## config.mk

```make
export PLATFORM = sky130hd
export DESIGN_NAME = sfu_iter
export DESIGN_NICKNAME = d
export VERILOG_FILES = /design/src/rtl/sfu_iter.sv
export SDC_FILE = /design/constraint.sdc
export NUM_CORES = 1
export LEC_CHECK = 0
export ABC_CLOCK_PERIOD_IN_PS = 3540
export CORE_AREA = 2 2 217 219
export CTS_BUF_LIST = sky130_fd_sc_hd__clkbuf_4 sky130_fd_sc_hd__clkbuf_8
export CTS_CLUSTER_DIAMETER = 150
export DETAILED_ROUTE_END_ITERATION = 7
export DIE_AREA = 0 0 219 221
export PLACE_DENSITY = 0.5
export SLEW_MARGIN = 15
export SYNTH_ARGS = -nofsm -noshare
export SYNTH_HDL_FRONTEND = slang
export SYNTH_SLANG_ARGS = --single-unit
```

## constraint.sdc

```tcl
create_clock -name clk -period 3.54 [get_ports clk]
set_input_delay 0.708 -clock clk [delete_from_list [all_inputs] [get_ports clk]]
set_output_delay 0.708 -clock clk [all_outputs]
set_load 0.01 [all_outputs]
```

## src/rtl/sfu_iter.sv

```systemverilog
// sfu_iter: iterative special-function unit (reciprocal / square root).
//
// Computes one result per transaction on an unsigned Q(WIDTH-FRAC).FRAC operand:
//   op 2'b00 RCP : floor(2^(2*FRAC) / in_data), saturating to all ones
//   op 2'b01 SQRT: floor(sqrt(in_data * 2^FRAC))
//   op 2'b1x     : illegal, returns 0 with flags[2]
// Every operation takes the same latency: out_valid rises on the
// (WIDTH+FRAC+1)th clock edge after the accepting edge. At most one
// transaction is in flight.
//
// Ports:
//   clk, rst_n          clock, asynchronous active-low reset
//   in_valid/in_ready   request handshake; in_op, in_data, in_tag request payload
//   out_valid/out_ready result handshake; out_data, out_tag, out_flags payload
//   out_flags           [0] divide by zero, [1] saturated, [2] illegal op
//   flush               (only with SFU_FLUSH_EN) synchronous abort of the
//                       in-flight transaction
//
// Build option: define SFU_FLUSH_EN to add the flush input.
module sfu_iter #(
  parameter int unsigned WIDTH = 32,
  parameter int unsigned FRAC  = 16,
  parameter int unsigned TAG_W = 4
) (
  input  logic             clk,
  input  logic             rst_n,
  input  logic             in_valid,
  output logic             in_ready,
  input  logic [1:0]       in_op,
  input  logic [WIDTH-1:0] in_data,
  input  logic [TAG_W-1:0] in_tag,
  output logic             out_valid,
  input  logic             out_ready,
  output logic [WIDTH-1:0] out_data,
  output logic [TAG_W-1:0] out_tag,
  output logic [2:0]       out_flags
`ifdef SFU_FLUSH_EN
  ,
  input  logic             flush
`endif
);

  localparam int unsigned L     = WIDTH + FRAC;   // compute cycles
  localparam int unsigned DW    = L;              // dividend / quotient width
  localparam int unsigned SQ_W  = (L + 1) / 2;    // root bits
  localparam int unsigned RW    = 2 * SQ_W;       // radicand width (even)
  localparam int unsigned CW    = $clog2(L + 2);

  localparam logic [CW-1:0] LAST    = CW'(L);
  localparam logic [CW-1:0] SQ_LAST = CW'(SQ_W);
  localparam logic [DW-1:0] RCP_NUM = {{(DW-1){1'b0}}, 1'b1} << (2 * FRAC);

  typedef enum logic [1:0] {IDLE, CALC, DONE} state_t;

  state_t state_q, state_d;

  logic [1:0]       op_q;
  logic [TAG_W-1:0] tag_q;
  logic [WIDTH-1:0] d_q;
  logic [DW-1:0]    qd_q;     // dividend shifting out, quotient shifting in
  logic [WIDTH-1:0] rem_q;
  logic [RW-1:0]    rad_q;
  logic [SQ_W:0]    srem_q;
  logic [SQ_W-1:0]  root_q;
  logic [CW-1:0]    cnt_q;

  logic accept, finish;

  // next-state logic
  always_comb begin
    state_d = state_q;
    case (state_q)
      IDLE:    if (in_valid && in_ready) state_d = CALC;
      CALC:    if (cnt_q == LAST)        state_d = DONE;
      DONE:    if (out_ready)            state_d = IDLE;
      default:                           state_d = IDLE;
    endcase
`ifdef SFU_FLUSH_EN
    if (flush && (state_q != IDLE)) state_d = IDLE;
`endif
  end

  assign accept = (state_q == IDLE) && in_valid && in_ready;
  assign finish = (state_q == CALC) && (state_d == DONE);

  always_ff @(posedge clk or negedge rst_n) begin
    if (!rst_n) begin
      state_q   <= IDLE;
      in_ready  <= 1'b0;
      out_valid <= 1'b0;
    end else begin
      state_q   <= state_d;
      in_ready  <= (state_d == IDLE);
      out_valid <= (state_d == DONE);
    end
  end

  // restoring division step
  logic [WIDTH:0]   dtmp;
  logic             dge;
  logic [WIDTH-1:0] dsub;

  always_comb begin
    dtmp = {rem_q, qd_q[DW-1]};
    dge  = (dtmp >= {1'b0, d_q});
    // result is < d_q whenever dge, so modulo-2^WIDTH subtraction is exact
    dsub = dtmp[WIDTH-1:0] - d_q;
  end

  // digit-by-digit square root step
  logic [SQ_W+2:0] sa, sb;
  logic            sge;
  logic [SQ_W:0]   ssub;

  always_comb begin
    sa   = {srem_q, rad_q[RW-1:RW-2]};
    sb   = {1'b0, root_q, 2'b01};
    sge  = (sa >= sb);
    // remainder never exceeds 2*root, so it fits SQ_W+1 bits
    ssub = sa[SQ_W:0] - sb[SQ_W:0];
  end

  logic [RW-1:0] rad_init;
  always_comb begin
    rad_init           = '0;
    rad_init[DW-1:0]   = {in_data, {FRAC{1'b0}}};
  end

  logic [WIDTH-1:0] root_ext;
  always_comb begin
    root_ext             = '0;
    root_ext[SQ_W-1:0]   = root_q;
  end

  // final result selection
  logic [WIDTH-1:0] res_data;
  logic [2:0]       res_flags;

  always_comb begin
    res_data  = '0;
    res_flags = '0;
    case (op_q)
      2'b00: begin
        if (d_q == '0) begin
          res_data  = '1;
          res_flags = 3'b001;
        end else if (|qd_q[DW-1:WIDTH]) begin
          res_data  = '1;
          res_flags = 3'b010;
        end else begin
          res_data  = qd_q[WIDTH-1:0];
        end
      end
      2'b01:   res_data  = root_ext;
      default: res_flags = 3'b100;
    endcase
  end

  always_ff @(posedge clk or negedge rst_n) begin
    if (!rst_n) begin
      op_q      <= '0;
      tag_q     <= '0;
      d_q       <= '0;
      qd_q      <= '0;
      rem_q     <= '0;
      rad_q     <= '0;
      srem_q    <= '0;
      root_q    <= '0;
      cnt_q     <= '0;
      out_data  <= '0;
      out_tag   <= '0;
      out_flags <= '0;
    end else begin
      if (accept) begin
        op_q   <= in_op;
        tag_q  <= in_tag;
        d_q    <= in_data;
        qd_q   <= RCP_NUM;
        rem_q  <= '0;
        rad_q  <= rad_init;
        srem_q <= '0;
        root_q <= '0;
        cnt_q  <= '0;
      end else if (state_q == CALC) begin
        cnt_q <= cnt_q + CW'(1);
        // the division needs all L steps; the root is complete after
        // SQ_W steps and simply idles for the rest of the fixed latency
        if (cnt_q != LAST) begin
          qd_q  <= {qd_q[DW-2:0], dge};
          rem_q <= dge ? dsub : dtmp[WIDTH-1:0];
        end
        if (cnt_q < SQ_LAST) begin
          rad_q  <= {rad_q[RW-3:0], 2'b00};
          srem_q <= sge ? ssub : sa[SQ_W:0];
          root_q <= {root_q[SQ_W-2:0], sge};
        end
      end
      if (finish) begin
        out_data  <= res_data;
        out_flags <= res_flags;
        out_tag   <= tag_q;
      end
    end
  end

endmodule

```

After elaboration in Yosys (flattened, before gate mapping)
Cells that the tools add are included.
{"block": "op_classes", "n_addsub": 3, "order_cmp": 3, "eq_ne": 6, "n_mux": 29, "reduce_logical": 14}
{"operator": "48-bit two-way mux", "n": 6}
{"operator": "32-bit two-way mux", "n": 6}
{"operator": "25-bit two-way mux", "n": 4}
{"operator": "24-bit two-way mux", "n": 3}
{"operator": "32-bit case mux with 2 select lines", "n": 1}
{"operator": "33-bit by 32-bit >= comparator with 1-bit output", "n": 1}
{"operator": "32-bit logical NOT", "n": 1}
{"operator": "32-bit subtractor", "n": 1}
{"operator": "27-bit by 26-bit >= comparator with 1-bit output", "n": 1}
{"operator": "25-bit subtractor", "n": 1}
{"operator": "16-bit OR reduction", "n": 1}
{"operator": "6-bit two-way mux", "n": 2}
{"operator": "2-bit two-way mux", "n": 5}
{"operator": "6-bit by 1-bit adder with 6-bit output, second input constant", "n": 1}
{"operator": "6-bit equality test, second input constant", "n": 1}
{"operator": "2-bit logical NOT", "n": 3}
{"operator": "6-bit by 5-bit < comparator with 1-bit output, second input constant", "n": 1}
{"operator": "6-bit != test, second input constant", "n": 1}
{"operator": "2-bit case mux with 3 select lines", "n": 1}
{"operator": "3-bit case mux with 2 select lines", "n": 1}
{"operator": "2-bit nonzero test", "n": 3}
{"operator": "2-bit by 1-bit equality test with 1-bit output, second input constant", "n": 2}
{"operator": "2-bit equality test, second input constant", "n": 2}
{"operator": "1-bit logical AND", "n": 4}
{"operator": "2-bit AND reduction", "n": 2}
{"block": "word_totals", "regBits": 264, "word_cells": 70}

Depth between registers and ports, before layout
Gate-level depths: netlist of run 1.
{"block": "depth", "depth_word": 5, "depth_mapped": 14, "mapped_depth_nobuf": 12}

Worst setup path before layout of run 1
No wires, ideal clock.
{"block": "synth_timing", "path_type": "register to register", "from": "register d_q[0]", "to": "register rem_q[26]", "arrival_time_ps": 2804, "required_time_ps": 3462, "path_slack_ps": 658, "path_stages_with_launch": 12, "path_buffers": 0, "synth_period_minus_slack_ps": 2882, "cell_sequence": "dfrtp_1 ha_1 fa_1 nor2b_1 o31ai_1 a211oi_1 nor2_1 o31a_1 o21a_1 o31ai_1 mux2_2 o21bai_1"}
{"block": "synth_via", "elab_chain_len": 5, "elab_cells_between_ends": 6, "cone_classes": "1 x add/sub; 1 x order compare; 4 x mux"}
{"element": "start, declared", "line": "59", "rtl": "logic [WIDTH-1:0] d_q;"}
{"element": "start signal, assigned", "line": "177", "rtl": "d_q <= in_data;"}
{"element": "32-bit subtractor / 33-bit by 32-bit >= comparator with 1-bit output (equally long branches)", "line": "107, 105"}
{"element": "32-bit two-way mux (*)", "line": "190", "rtl": "rem_q <= dge ? dsub : dtmp[WIDTH-1:0];"}
{"element": "32-bit two-way mux (*)", "line": "188", "rtl": "if (cnt_q != LAST) begin"}
{"element": "32-bit two-way mux (*)", "line": "184", "rtl": "end else if (state_q == CALC) begin"}
{"element": "32-bit two-way mux (*)", "line": "174", "rtl": "if (accept) begin"}
{"element": "end signal, assigned", "line": "190"}
{"element": "end, declared", "line": "61", "rtl": "logic [WIDTH-1:0] rem_q;"}
Mark *: on every way between the ends. The rest lies on a longest branch, timed or not. The select of a mux whose other input is x is not followed.
A chain may end at the register's enable or synchronous reset.

Worst setup path after layout of run 1
{"block": "layout_timing", "from": "register qd_q[47]", "to": "register rem_q[26]"}
{"block": "layout_via", "elab_chain_len": 5, "elab_cells_between_ends": 6, "cone_classes": "1 x add/sub; 1 x order compare; 4 x mux"}
{"element": "start, declared", "line": "60", "rtl": "logic [DW-1:0] qd_q;"}
{"element": "start signal, assigned", "line": "189", "rtl": "qd_q <= {qd_q[DW-2:0], dge};"}
{"element": "32-bit subtractor / 33-bit by 32-bit >= comparator with 1-bit output (equally long branches)", "line": "107, 105"}
{"element": "32-bit two-way mux (*)", "line": "190"}
{"element": "32-bit two-way mux (*)", "line": "188"}
{"element": "32-bit two-way mux (*)", "line": "184"}
{"element": "32-bit two-way mux (*)", "line": "174"}
Marks and branches as above.

==> impl_metrics.py, run 1 <==
metrics = {
    "run_status": {
        "run_status": "complete, no violations",
    },
    "worst_setup_path": {
        "cp_cell_sequence": "inv_1 > ha_1 > fa_1 > nor2b_1 > o31ai_1 > a211oi_1 > buf_4 > nor2_1 > o31a_1 > o21a_1 > o31ai_1 > mux2_2 > o21bai_1",
        "cpPeakStageDelay_ns": 0.41,
        "path_depth": 13,
        "r2r_setup_slack_ns": 0.27,
        "path_common_cell": "o31ai_1",
        "criticalPathCategory": "flop to flop",
        "startpoint_type": "flop",
        "worstPathArrival_ns": 3.78,
        "crit_family": "compound AO/OA/AOI/OAI gates",
        "cp.required_ns": 4.06,
        "rr_worst_depth": 13,
        "crit_slowest_cell": "fa_1",
        "path_buf_inv": 2,
        "worstPathMaxFanout": 4,
        "setup.worst_path.end_class": "flop",
    },
    "clock_tree": {
        "clkSinkCount": 248,
        "cts_max_level": 2,
        "cts_setup_buffers": 0,
        "clkTransAtPathRegs_ns": 0.06,
        "cts_tree": "built",
        "clock_latency_ns": 0.61,
        "clock_path_buffers": 3,
        "ctsHoldBuffers": 0,
        "ctsResizeCount": 0,
        "cts_made_buffers": 45,
        "clockRootBuffer": "clkbuf_8",
    },
    "finish": {
        "final_cells": 2262,
        "n_antenna_cell": 0,
        "fin_nets": 1732,
        "drive_above_1_share_pct": 8.22,
        "syn_to_final_growth_pct": 17.6,
    },
    "synth": {
        "ys_seq_elements": 248,
        "synth_area_leaders": "dfrtp_1 46%, nand2_1 8.6%, o21ai_0 7.2%",
        "yosysTopAreaCell": "dfrtp_1",
        "ys.flop_type": "dfrtp_1",
        "synth_top_cells_by_count": "313 x nand2_1, 248 x dfrtp_1, 197 x o21ai_0",
        "synth_edf_count": 0,
        "synth_fp_nets": 1674,
        "synthDistinctLibCells": 70,
        "synth.top_cell.area_share_pct": 45.5,
        "syn-cell-area_um2": 13600,
        "avgSynthCellArea_um2": 8.68,
        "yosys_warnings": 0,
        "ys_seq_area_share_pct": 45.5,
        "synth_most_common_cell": "nand2_1",
        "async_flop_share_pct": 100,
        "syn_inst": 1571,
    },
    "timing": {
        "finalSetupTns_ns": 0,
        "finalClockSkew_ns": 0.0235,
        "rsz0062_at_grt": "false",
        "timing.slew.headroom_pct": 33.8,
        "period_minus_slack_ns": 3.27,
        "final_max_slew_viol_count": 0,
        "worst_slew_pin_slew_ns": 0.990,
        "setup_viol": 0,
        "finalCritPeriodShare_pct": 92.2,
        "finalHoldViolations": 0,
        "max_freq_mhz": 306,
    },
    "route": {
        "routed_wirelength_um": 37600,
        "first_iter_violations": 799,
        "vias_per_cell": 5.00,
        "detail-route-antenna-nets": 0,
        "dr.pass1.iters": 7,
        "drc": 0,
        "vias": 11300,
        "wl_per_cell_um": 16.6,
    },
    "global_routing": {
        "grt_max_degree": 114,
        "grt_pass1_wl_um": 61900,
        "grt.overflow.total": 0,
        "grt.total_usage_pct": 15.8,
        "grt_pass1_vias": 11300,
        "antenna_found_initial": 0,
    },
    "placed_design": {
        "port-buffer-count": 82,
        "post-dp-hpwl_um": 25900,
        "dpl.cell_count": 2189,
        "gp_congestion": 0.875,
    },
    "die": {
        "die_x_um": 219,
        "core_um2": 46100,
        "dieHeight_um": 221,
        "die_area_um2": 48400,
        "start_util_pct": 29.6,
        "ios": 83,
        "rows": 79,
    },
    "min_path": {
        "hold_class": "input pin to async pin",
    },
    "flow_run": {
        "cap_violations": 0,
    },
}
-- worst paths after layout --
check,startpoint,end
max,qd_q[47]$_DFFE_PN0P_,rem_q[26]$_DFFE_PN0P_
min,rst_n,rad_q[16]$_DFFE_PN0P_
max reg2reg,qd_q[47]$_DFFE_PN0P_,rem_q[26]$_DFFE_PN0P_
min reg2reg,rad_q[43]$_DFFE_PN0P_,rad_q[43]$_DFFE_PN0P_
max in group asynchronous,rst_n,out_data[16]$_DFFE_PN0P_
min in group clk,rad_q[43]$_DFFE_PN0P_,rad_q[43]$_DFFE_PN0P_
-- per-stage QoR --
step           setup slack [ns]  utilization (%)  cell area [µm²]  hold slack (ns)
4_1_cts                   0.263             34.8            16000            0.137
5_1_grt                   0.112             34.8            16000            0.181
6_report                  0.274             34.8            16000            0.121
2_1_floorplan             0.658                -            13600            0.412
3_3_place_gp              0.338             32.9            15100            0.450
3_5_place_dp              0.278             32.9            15100            0.457
-- cells in the final DEF (no fill, tap or decap), drive strengths merged, types with 7 or more instances in the layout --
| cell | count |
|---|---|
| o21a | 7 |
| nor2 | 46 |
| nor4 | 12 |
| buf | 27 |
| inv | 79 |
| mux2i | 28 |
| nand4 | 18 |
| dfrtp | 248 |
| a22oi | 26 |
| nand3 | 120 |
| o21bai | 7 |
| xor2 | 22 |
| o21ai | 216 |
| o221ai | 7 |
| xnor2 | 30 |
| nor3 | 8 |
| nand2 | 314 |
| a21o | 26 |
| a21oi | 87 |
| o211ai | 10 |
| and3 | 11 |
| nand2b | 11 |
| o31ai | 8 |
| clkbuf | 64 |
| clkdlybuf4s50 | 81 |
| a211oi | 8 |
| ha | 60 |
-- per-layer routing --
layer	global-route usage, %	vias to the layer above	part of all wire [%]
li1	-	5591	-
met3	2.38	64	3.4
met4	4.80	0	2.4
met5	0	-	0
met2	26.1	181	47
met1	21.1	5466	47
-- final cells by class --
type                            count  area, µm²
Clock buffer                       64        806
Clock inverter                      9       91.3
Fill cell                        4856      30000
Inverter                           77        289
Multi-Input combinational cell   1149       6770
Sequential cell                   248       6210
Tap cell                          607        759
Timing Repair Buffer              108       1110
-- flip-flops by register name (all words and copies together), names as in the netlist, 3 cells and up --
register	count
qd_q	48
d_q	32
out_data	32
rad_q	32
rem_q	32
srem_q	25
root_q	24
cnt_q	6
out_tag	4
tag_q	4
out_flags	3
-- cells by family after synthesis --
group	after synthesis	share of synthesized area, %
DFF	248	45.5
buffers and inverters	174	5.14
AOI/OAI and AO/OA	438	19.6
adders and majority gates	61	5.65
muxes	34	2.55
xor gates and xnor gates	52	3.34
and+or+nand+nor	564	18.2
Power of run 1 is left out: the tool's default activity adds up to more than one toggle a clock period on the data nets, which glitch-free logic cannot reach.
==> run 2: changes to the inputs <==
CAP_MARGIN = 20   (was not set)
==> results of run 2 <==
Same layout as run 1: the final DEF is identical, and so are final timing and power.
Power of run 2 is left out for the same reason.
==> run 3: changes to the inputs <==
SLEW_MARGIN = not set   (was 15)
==> results of run 3 <==
Same layout as run 1: the final DEF is identical, and so are final timing and power.
Power of run 3 is left out for the same reason.
